==> src/rtl/lcd_frame_sched_pkg.sv <==
// Shared types and defaults for the LCD frame scheduler: FSM encoding,
// default geometry and the one-hot priority helper.
package lcd_frame_sched_pkg;

  localparam int NUM_IMG_D = 3;
  localparam int ADDR_W_D  = 17;
  localparam int PIX_W_D   = 16;
  localparam int TIMEOUT_D = 2000000;

  typedef enum logic [1:0] {
    IDLE   = 2'd0,
    START  = 2'd1,
    STREAM = 2'd2
  } state_e;

  // Isolates the lowest set bit, so bit 0 wins when several images are requested.
  function automatic logic [31:0] lowest_bit(input logic [31:0] v);
    return v & (~v + 32'd1);
  endfunction

endpackage

==> src/rtl/lcd_frame_sched_if.sv <==
// Frame/pixel handshake between the scheduler (slave) and the display engine (master).
interface lcd_frame_sched_if
  import lcd_frame_sched_pkg::*;
#(
  parameter int ADDR_W = ADDR_W_D,
  parameter int PIX_W  = PIX_W_D
) ();

  logic              frame_start;
  logic              frame_done;
  logic              pix_req;
  logic [ADDR_W-1:0] pix_addr;
  logic [PIX_W-1:0]  pix_data;
  logic              pix_vld;

  modport master (
    output frame_done, pix_req, pix_addr,
    input  frame_start, pix_data, pix_vld
  );

  modport slave (
    input  frame_done, pix_req, pix_addr,
    output frame_start, pix_data, pix_vld
  );

endinterface

==> src/rtl/lcd_pix_mux.sv <==
// Pixel return path: selects the active ROM slice, registers it, and delays
// the fetch strobe by two cycles to line up with the one-cycle ROM latency.
module lcd_pix_mux
  import lcd_frame_sched_pkg::*;
#(
  parameter int NUM_IMG = NUM_IMG_D,
  parameter int PIX_W   = PIX_W_D
) (
  input  logic                     clk,
  input  logic                     rst,
  input  logic                     req,
  input  logic [NUM_IMG-1:0]       sel,
  input  logic [NUM_IMG*PIX_W-1:0] rom_dout,
  output logic [PIX_W-1:0]         pix_data,
  output logic                     pix_vld
);

  logic [PIX_W-1:0] data_s;
  logic             vld_d1_r;

  // One-hot AND-OR select; an all-zero select yields a zero pixel.
  always_comb begin
    data_s = '0;
    for (int i = 0; i < NUM_IMG; i++) begin
      if (sel[i]) begin
        data_s = data_s | rom_dout[i*PIX_W +: PIX_W];
      end else begin
        data_s = data_s;
      end
    end
  end

  // Output register and strobe delay line.
  always_ff @(posedge clk or posedge rst) begin
    if (rst) begin
      vld_d1_r <= 1'b0;
      pix_vld  <= 1'b0;
      pix_data <= '0;
    end else begin
      vld_d1_r <= req;
      pix_vld  <= vld_d1_r;
      pix_data <= data_s;
    end
  end

endmodule

==> src/rtl/lcd_frame_sched.sv <==
// Frame-level scheduler: captures one-hot image requests, never switches image
// mid-frame, guards each frame with a watchdog and drives the selected ROM.
module lcd_frame_sched
  import lcd_frame_sched_pkg::*;
#(
  parameter int NUM_IMG = NUM_IMG_D,
  parameter int ADDR_W  = ADDR_W_D,
  parameter int PIX_W   = PIX_W_D,
  parameter int TIMEOUT = TIMEOUT_D
) (
  input  logic                     clk,
  input  logic                     rst,
  lcd_frame_sched_if.slave         disp,
  input  logic [NUM_IMG-1:0]       img_req,
  output logic [NUM_IMG-1:0]       rom_en,
  output logic [ADDR_W-1:0]        rom_addr,
  input  logic [NUM_IMG*PIX_W-1:0] rom_dout,
  output logic [NUM_IMG-1:0]       cur_img,
  output logic                     busy,
  output logic                     err
);

  localparam int WD_W = (TIMEOUT > 1) ? $clog2(TIMEOUT) : 1;

  state_e             state_r, state_s;
  logic [NUM_IMG-1:0] last_req_r;
  logic [NUM_IMG-1:0] pend_r, pend_s;
  logic               pend_vld_r, pend_vld_s;
  logic               new_req_s, pend_any_s, load_s;
  logic [NUM_IMG-1:0] cur_img_s;
  logic [WD_W-1:0]    wd_r, wd_s;
  logic               err_s;
  logic               pix_go_s;

  assign rom_addr = disp.pix_addr;
  assign pix_go_s = disp.pix_req && (state_r == STREAM);

  // A request seen this cycle is already visible to the FSM, so a change that
  // coincides with frame_done (or arrives in IDLE) is used by the next frame.
  always_comb begin
    new_req_s = (img_req != last_req_r) && (img_req != '0);
    if (new_req_s) begin
      pend_s     = NUM_IMG'(lowest_bit(32'(img_req)));
      pend_any_s = 1'b1;
    end else begin
      pend_s     = pend_r;
      pend_any_s = pend_vld_r;
    end
  end

  // Next-state, watchdog and sticky error logic.
  always_comb begin
    state_s   = state_r;
    load_s    = 1'b0;
    cur_img_s = cur_img;
    wd_s      = wd_r;
    err_s     = err;
    case (state_r)
      IDLE: begin
        if (pend_any_s) begin
          state_s = START;
          load_s  = 1'b1;
        end else begin
          state_s = IDLE;
        end
      end
      START: begin
        state_s = STREAM;
        wd_s    = '0;
      end
      STREAM: begin
        wd_s = wd_r + WD_W'(1);
        if (disp.frame_done) begin
          if (pend_any_s) begin
            state_s = START;
            load_s  = 1'b1;
          end else begin
            state_s = IDLE;
          end
        end else if (wd_r == WD_W'(TIMEOUT - 1)) begin
          state_s   = IDLE;
          err_s     = 1'b1;
          cur_img_s = '0;
        end else begin
          state_s = STREAM;
        end
      end
      default: begin
        state_s   = IDLE;
        cur_img_s = '0;
      end
    endcase
    if (load_s) begin
      cur_img_s = pend_s;
    end else begin
      cur_img_s = cur_img_s;
    end
  end

  // State, request capture and registered control outputs.
  always_ff @(posedge clk or posedge rst) begin
    if (rst) begin
      state_r          <= IDLE;
      last_req_r       <= '0;
      pend_r           <= '0;
      pend_vld_r       <= 1'b0;
      wd_r             <= '0;
      cur_img          <= '0;
      err              <= 1'b0;
      busy             <= 1'b0;
      rom_en           <= '0;
      disp.frame_start <= 1'b0;
    end else begin
      state_r          <= state_s;
      last_req_r       <= img_req;
      pend_r           <= pend_s;
      pend_vld_r       <= pend_any_s && !load_s;
      wd_r             <= wd_s;
      cur_img          <= cur_img_s;
      err              <= err_s;
      busy             <= (state_s != IDLE);
      rom_en           <= (state_s != IDLE) ? cur_img_s : '0;
      disp.frame_start <= (state_s == START);
    end
  end

  lcd_pix_mux #(
    .NUM_IMG (NUM_IMG),
    .PIX_W   (PIX_W)
  ) u_pix_mux (
    .clk      (clk),
    .rst      (rst),
    .req      (pix_go_s),
    .sel      (cur_img),
    .rom_dout (rom_dout),
    .pix_data (disp.pix_data),
    .pix_vld  (disp.pix_vld)
  );

endmodule

==> src/flat_wrapper.sv <==
// flat-port wrapper written by rule: the top's interface ports become plain ports
module lcd_frame_sched_flat import lcd_frame_sched_pkg::*;
#(
  parameter int NUM_IMG = NUM_IMG_D,
  parameter int ADDR_W  = ADDR_W_D,
  parameter int PIX_W   = PIX_W_D,
  parameter int TIMEOUT = TIMEOUT_D
)
  (clk, rst, img_req, rom_en, rom_addr, rom_dout, cur_img, busy, err, disp_frame_done, disp_pix_req, disp_pix_addr, disp_frame_start, disp_pix_data, disp_pix_vld);
  lcd_frame_sched_if #(.ADDR_W(ADDR_W), .PIX_W(PIX_W)) disp_i ();
  input  logic clk;
  input  logic rst;
  input  logic [NUM_IMG-1:0] img_req;
  output logic [NUM_IMG-1:0] rom_en;
  output logic [ADDR_W-1:0] rom_addr;
  input  logic [NUM_IMG*PIX_W-1:0] rom_dout;
  output logic [NUM_IMG-1:0] cur_img;
  output logic busy;
  output logic err;
  input wire logic [$bits(disp_i.frame_done)-1:0] disp_frame_done;
  input wire logic [$bits(disp_i.pix_req)-1:0] disp_pix_req;
  input wire logic [$bits(disp_i.pix_addr)-1:0] disp_pix_addr;
  output wire logic [$bits(disp_i.frame_start)-1:0] disp_frame_start;
  output wire logic [$bits(disp_i.pix_data)-1:0] disp_pix_data;
  output wire logic [$bits(disp_i.pix_vld)-1:0] disp_pix_vld;
  assign disp_i.frame_done = disp_frame_done;
  assign disp_i.pix_req = disp_pix_req;
  assign disp_i.pix_addr = disp_pix_addr;
  assign disp_frame_start = disp_i.frame_start;
  assign disp_pix_data = disp_i.pix_data;
  assign disp_pix_vld = disp_i.pix_vld;
  lcd_frame_sched #(.NUM_IMG(NUM_IMG), .ADDR_W(ADDR_W), .PIX_W(PIX_W), .TIMEOUT(TIMEOUT)) u_core (.clk(clk), .rst(rst), .disp(disp_i), .img_req(img_req), .rom_en(rom_en), .rom_addr(rom_addr), .rom_dout(rom_dout), .cur_img(cur_img), .busy(busy), .err(err));
endmodule
==> config.mk <==
export PLATFORM = sky130hd
export DESIGN_NAME = lcd_frame_sched_flat
export DESIGN_NICKNAME = d
export VERILOG_FILES = /design/src/rtl/lcd_frame_sched_pkg.sv /design/src/rtl/lcd_frame_sched_if.sv /design/src/rtl/lcd_pix_mux.sv /design/src/rtl/lcd_frame_sched.sv /design/src/flat_wrapper.sv
export SDC_FILE = /design/constraint.sdc
export NUM_CORES = 1
export LEC_CHECK = 0
export CELL_PAD_IN_SITES_DETAIL_PLACEMENT = 0
export CELL_PAD_IN_SITES_GLOBAL_PLACEMENT = 1
export CORE_MARGIN = 5
export CORE_UTILIZATION = 32
export CTS_CLUSTER_DIAMETER = 50
export DETAILED_ROUTE_END_ITERATION = 8
export GPL_TIMING_DRIVEN = 0
export PLACE_DENSITY = 0.89
export RECOVER_POWER = 50
export SYNTH_ARGS = -nofsm -noshare
export SYNTH_HDL_FRONTEND = slang
export SYNTH_HIERARCHICAL = 1
export SYNTH_SLANG_ARGS = --single-unit
export TNS_END_PERCENT = 1
==> constraint.sdc <==
create_clock -name clk -period 2.4 [get_ports clk]
set_input_delay 0.48 -clock clk [delete_from_list [all_inputs] [get_ports clk]]
set_output_delay 0.48 -clock clk [all_outputs]
set_load 0.01 [all_outputs]
==> impl_summary.log <==
INFO  metric post_synth_edffs = 0
INFO  metric detail_route.vias_per_cell = 4.83
INFO  metric worst-path-max-fanout = 10
INFO  metric synthesis.instances = 265
INFO  metric async_reset_ff_share = 100%
INFO  metric synth.area.mux_share = 0.357%
INFO  metric yosysSeqAreaShare = 50.9%
INFO  metric fmax = 0.465 GHz
INFO  metric worst_ir_drop_vdd = 0.513 mV
INFO  metric drv_cap = 0
INFO  metric critPathArrivalTime = 2.37 ns
INFO  metric area_enclosed_by_the_die_boundary = 10,700 sq um
INFO  metric placed_cells_incl_taps = 470
INFO  metric num_io_pins = 115
INFO  metric critical_path.cell_chain = inv_1 -> ha_1 -> clkbuf_1 -> a21oi_4 -> o32ai_1 -> a21oi_1 -> o21ai_2 -> o31ai_1
INFO  metric die-height = 104 microns
INFO  metric worst_stage_delay_on_the_critical_path = 0.47 ns
INFO  metric post-cts-setup-buffers = 0
INFO  metric finalSetupViolations = 0
INFO  metric setup-tns-final = 0 ns
INFO  metric final_antenna_net_count = 0
INFO  metric crit_required = 2.62 ns
INFO  metric worst_skew_pair_latency = 0.33 ns
INFO  metric first_global_vias = 2,443
INFO  metric min_path_type = reg -> reg
INFO  metric synth_xor_xnor_area_share = 4.69%
INFO  metric power.leakage = 1.84 nW
INFO  metric r2r_start = u_core/state_r[0]
INFO  metric worst-r2r-cell-count = 8
INFO  metric r2r-end = u_core/rom_en[0]
INFO  metric hold_viol_final = 0
INFO  metric drc = 0
INFO  metric post_synth_num_cell_types = 47
INFO  metric clk_transition_reported_paths = 0.06 ns
INFO  metric fin_util = 47.4%
INFO  metric insertedDiodeCount = 0
INFO  metric synth_seq_cells = 57
INFO  metric cp.buffers_inverters = 2
INFO  metric cts_tree = done
INFO  metric worst_pin_slew = 1.45 ns
INFO  metric drt_first_iter_violations = 148
INFO  metric powerDensity = 925 nW/um^2
INFO  metric finalNonFillerCells = 486
INFO  metric synth_compound_area_share = 17.3%
INFO  metric final_period_minus_worst_setup_slack = 2.15 ns
INFO  metric grt_antenna_before_repair = 0
INFO  metric vias = 2,347
INFO  metric fin_ws = 0.248 ns
INFO  metric cts.path.max_buffers = 2
INFO  metric grt_start_max_net_pins = 40
INFO  metric cell_count_of_the_worst_hold_path = 0
INFO  metric ctsRootBufferMaster = sky130_fd_sc_hd__clkbuf_8
INFO  metric synth_fa_ha_area_share = 2.23%
INFO  metric hpwl = 5290 microns
INFO  metric gpl.final_weighted_congestion = 0.803
INFO  metric cts_inserted_buffers = 9
INFO  metric slew_headroom = 3.51%
INFO  metric synth-simple-area-share = 14.3%
INFO  metric placedInstanceArea = 3910 sq um
INFO  metric detailedRoute.firstPassIterationCount = 5
INFO  metric global_route_wire_length_before_repair = 11,700 microns
INFO  metric row_count = 34
INFO  metric syn2layout_area_growth = 46.1%
INFO  metric gr-total-overflow = 0
INFO  metric grt_setup_unrepaired = false
INFO  metric synthesis.area = 2800 sq um
INFO  metric cts_max_level = 3
INFO  metric drive_gt1_share = 11.9%
INFO  metric numPortBuffers = 97
INFO  metric die_boundary_width = 104 microns
INFO  metric timing_max_transition_violations_final = 0
INFO  metric place_worst_setup_slack = 0.0257 ns
INFO  metric setup_cp_type = reg -> reg
INFO  metric worst_path_max_delay_cell = sky130_fd_sc_hd__dfrtp_1
INFO  metric reg2reg_slack = 0.25 ns
INFO  metric dominant_combinational_cell_family_by_area_after_synthesis = compound AO/OA/AOI/OAI gates
INFO  metric core_area = 8640 sq um
INFO  metric crit_path_end_kind = flip-flop
INFO  metric layout.cell_area.non_filler = 4100 sq um
INFO  metric wire_per_inst = 14.3 microns
INFO  metric fin_nets = 450
INFO  metric ys_warn_count = 6
INFO  metric final_worst_clock_skew = 0.00843 ns
INFO  metric cts_sinks = 57
INFO  metric path_delay_family = compound AO/OA/AOI/OAI gates
INFO  metric grt_use_total = 13.0%
INFO  metric detail_route.wirelength = 6960 microns
INFO  metric timing.hold.worst.start = u_core/u_pix_mux/vld_d1_r
INFO  metric layout.cells.most_common = sky130_fd_sc_hd__clkdlybuf4s50_1
INFO  metric hold-path-endpoint = u_core/u_pix_mux/pix_vld
INFO  metric initial_utilization = 32.5%
INFO  metric setup.worst_path.start_class = flip-flop
INFO  metric result_of_the_run = completed
INFO  metric ys_dominant_reg_cell = sky130_fd_sc_hd__dfrtp_1
INFO  metric syn-num-nets = 342
INFO  metric post-route-period-util = 89.7%
INFO  metric syn_area_cell = 10.6 sq um
INFO  metric most-common-layout-cells = 91 x sky130_fd_sc_hd__clkdlybuf4s50_1, 57 x sky130_fd_sc_hd__dfrtp_1, 31 x sky130_fd_sc_hd__inv_1
[layer usage]
layer | vias to the layer above | GRT usage, % | wire length [microns]
li1 | 1144 | - | -
met1 | 1109 | 15.8 | 2790
met2 | 84 | 21.7 | 3650
met3 | 10 | 4.29 | 427
met4 | 0 | 4.50 | 97
met5 | - | 0 | 0
[cell families after synthesis]
family | after synthesis
compound gates | 55
xor+xnor | 15
fa+ha+maj | 5
buf+inv | 55
flops | 57
mux | 1
simple gates | 77
[where the power goes]
group / leakage (nW) / internal, mW / total (mW) / switching [mW]
clock network: 0.0974 / 0.505 / 0.855 / 0.350
registers: 0.754 / 1.20 / 1.34 / 0.142
logic: 0.984 / 0.767 / 1.60 / 0.829
[area by class of cell]
type | count | area [sq um]
flip-flops and latches | 57 | 1430
inverters | 31 | 116
clock buffers | 13 | 149
plain buffers | 24 | 163
clock inverters | 3 | 40.0
repair buffers | 97 | 971
well taps | 108 | 135
multi-input cells | 153 | 1100
fillers | 820 | 4540
[registers in the layout, indices dropped and copies added (netlist names)]
name and count:
u_core/busy 1, u_core/wd_r 21, u_core/u_pix_mux/vld_d1_r 1, u_core/u_pix_mux/pix_vld 1, u_core/state_r 2, u_core/last_req_r 3, u_core/disp.frame_start 1, u_core/pend_vld_r 1
u_core/rom_en 3, u_core/pend_r 3, u_core/err 1, u_core/cur_img 3, u_core/u_pix_mux/pix_data 16
[Yosys cell counts, types with 3 or more instances]
cell type                   n  area, sq um
sky130_fd_sc_hd__o31ai_1    8         60.1
sky130_fd_sc_hd__ha_1       5         62.6
sky130_fd_sc_hd__nand3_1   10         50.1
sky130_fd_sc_hd__nand2_1   19         71.3
sky130_fd_sc_hd__dfrtp_1   57         1430
sky130_fd_sc_hd__nand4_1    5         31.3
sky130_fd_sc_hd__and4_1     3         26.3
sky130_fd_sc_hd__nor2_1    19         71.3
sky130_fd_sc_hd__a222oi_1  16          160
sky130_fd_sc_hd__inv_1     31          116
sky130_fd_sc_hd__a21oi_1    5         25.0
sky130_fd_sc_hd__buf_4     17          128
sky130_fd_sc_hd__xor2_1     9         78.8
sky130_fd_sc_hd__xnor2_1    6         52.6
sky130_fd_sc_hd__o21ai_0    8         40.0
sky130_fd_sc_hd__clkbuf_1   3         11.3
sky130_fd_sc_hd__and2_1     3         18.8
sky130_fd_sc_hd__and3_1     4         25.0
[timing repair]
action,CTS,global route
resized for setup,0,1
hold buffers,0,0
setup endpoints to repair,0,1
[worst reg2reg max path, cell delays in order, from the launching register on]
cell and delay (ns):
sky130_fd_sc_hd__dfrtp_1 0.47, sky130_fd_sc_hd__inv_1 0.10, sky130_fd_sc_hd__ha_1 0.22, sky130_fd_sc_hd__clkbuf_1 0.26
sky130_fd_sc_hd__a21oi_4 0.29, sky130_fd_sc_hd__o32ai_1 0.12, sky130_fd_sc_hd__a21oi_1 0.18, sky130_fd_sc_hd__o21ai_2 0.13
sky130_fd_sc_hd__o31ai_1 0.28
[worst max path at each step]
| stage | to | slack [ns] | cells after the start | from |
|---|---|---|---|---|
| CTS | u_core/rom_en[0] | 0.20 | 8 | u_core/state_r[0] |
| global route | u_core/rom_en[0] | 0.03 | 8 | u_core/state_r[0] |
| floorplan | u_core/rom_en[0] | 0.56 | 8 | u_core/state_r[0] |
| detailed placement | u_core/rom_en[0] | 0.03 | 7 | img_req[2] |
| global placement | u_core/rom_en[0] | 0.04 | 7 | img_req[2] |
| finish | u_core/rom_en[0] | 0.25 | 8 | u_core/state_r[0] |
[stage by stage]
step,hold slack (ns),total power [mW]
after floorplan,0.331,2.21
after global placement,0.339,2.92
after detailed placement,0.339,2.96
after CTS,0.354,3.85
after global routing,0.368,4.05
final,0.355,3.79
(Power assumes the default switching activity.)
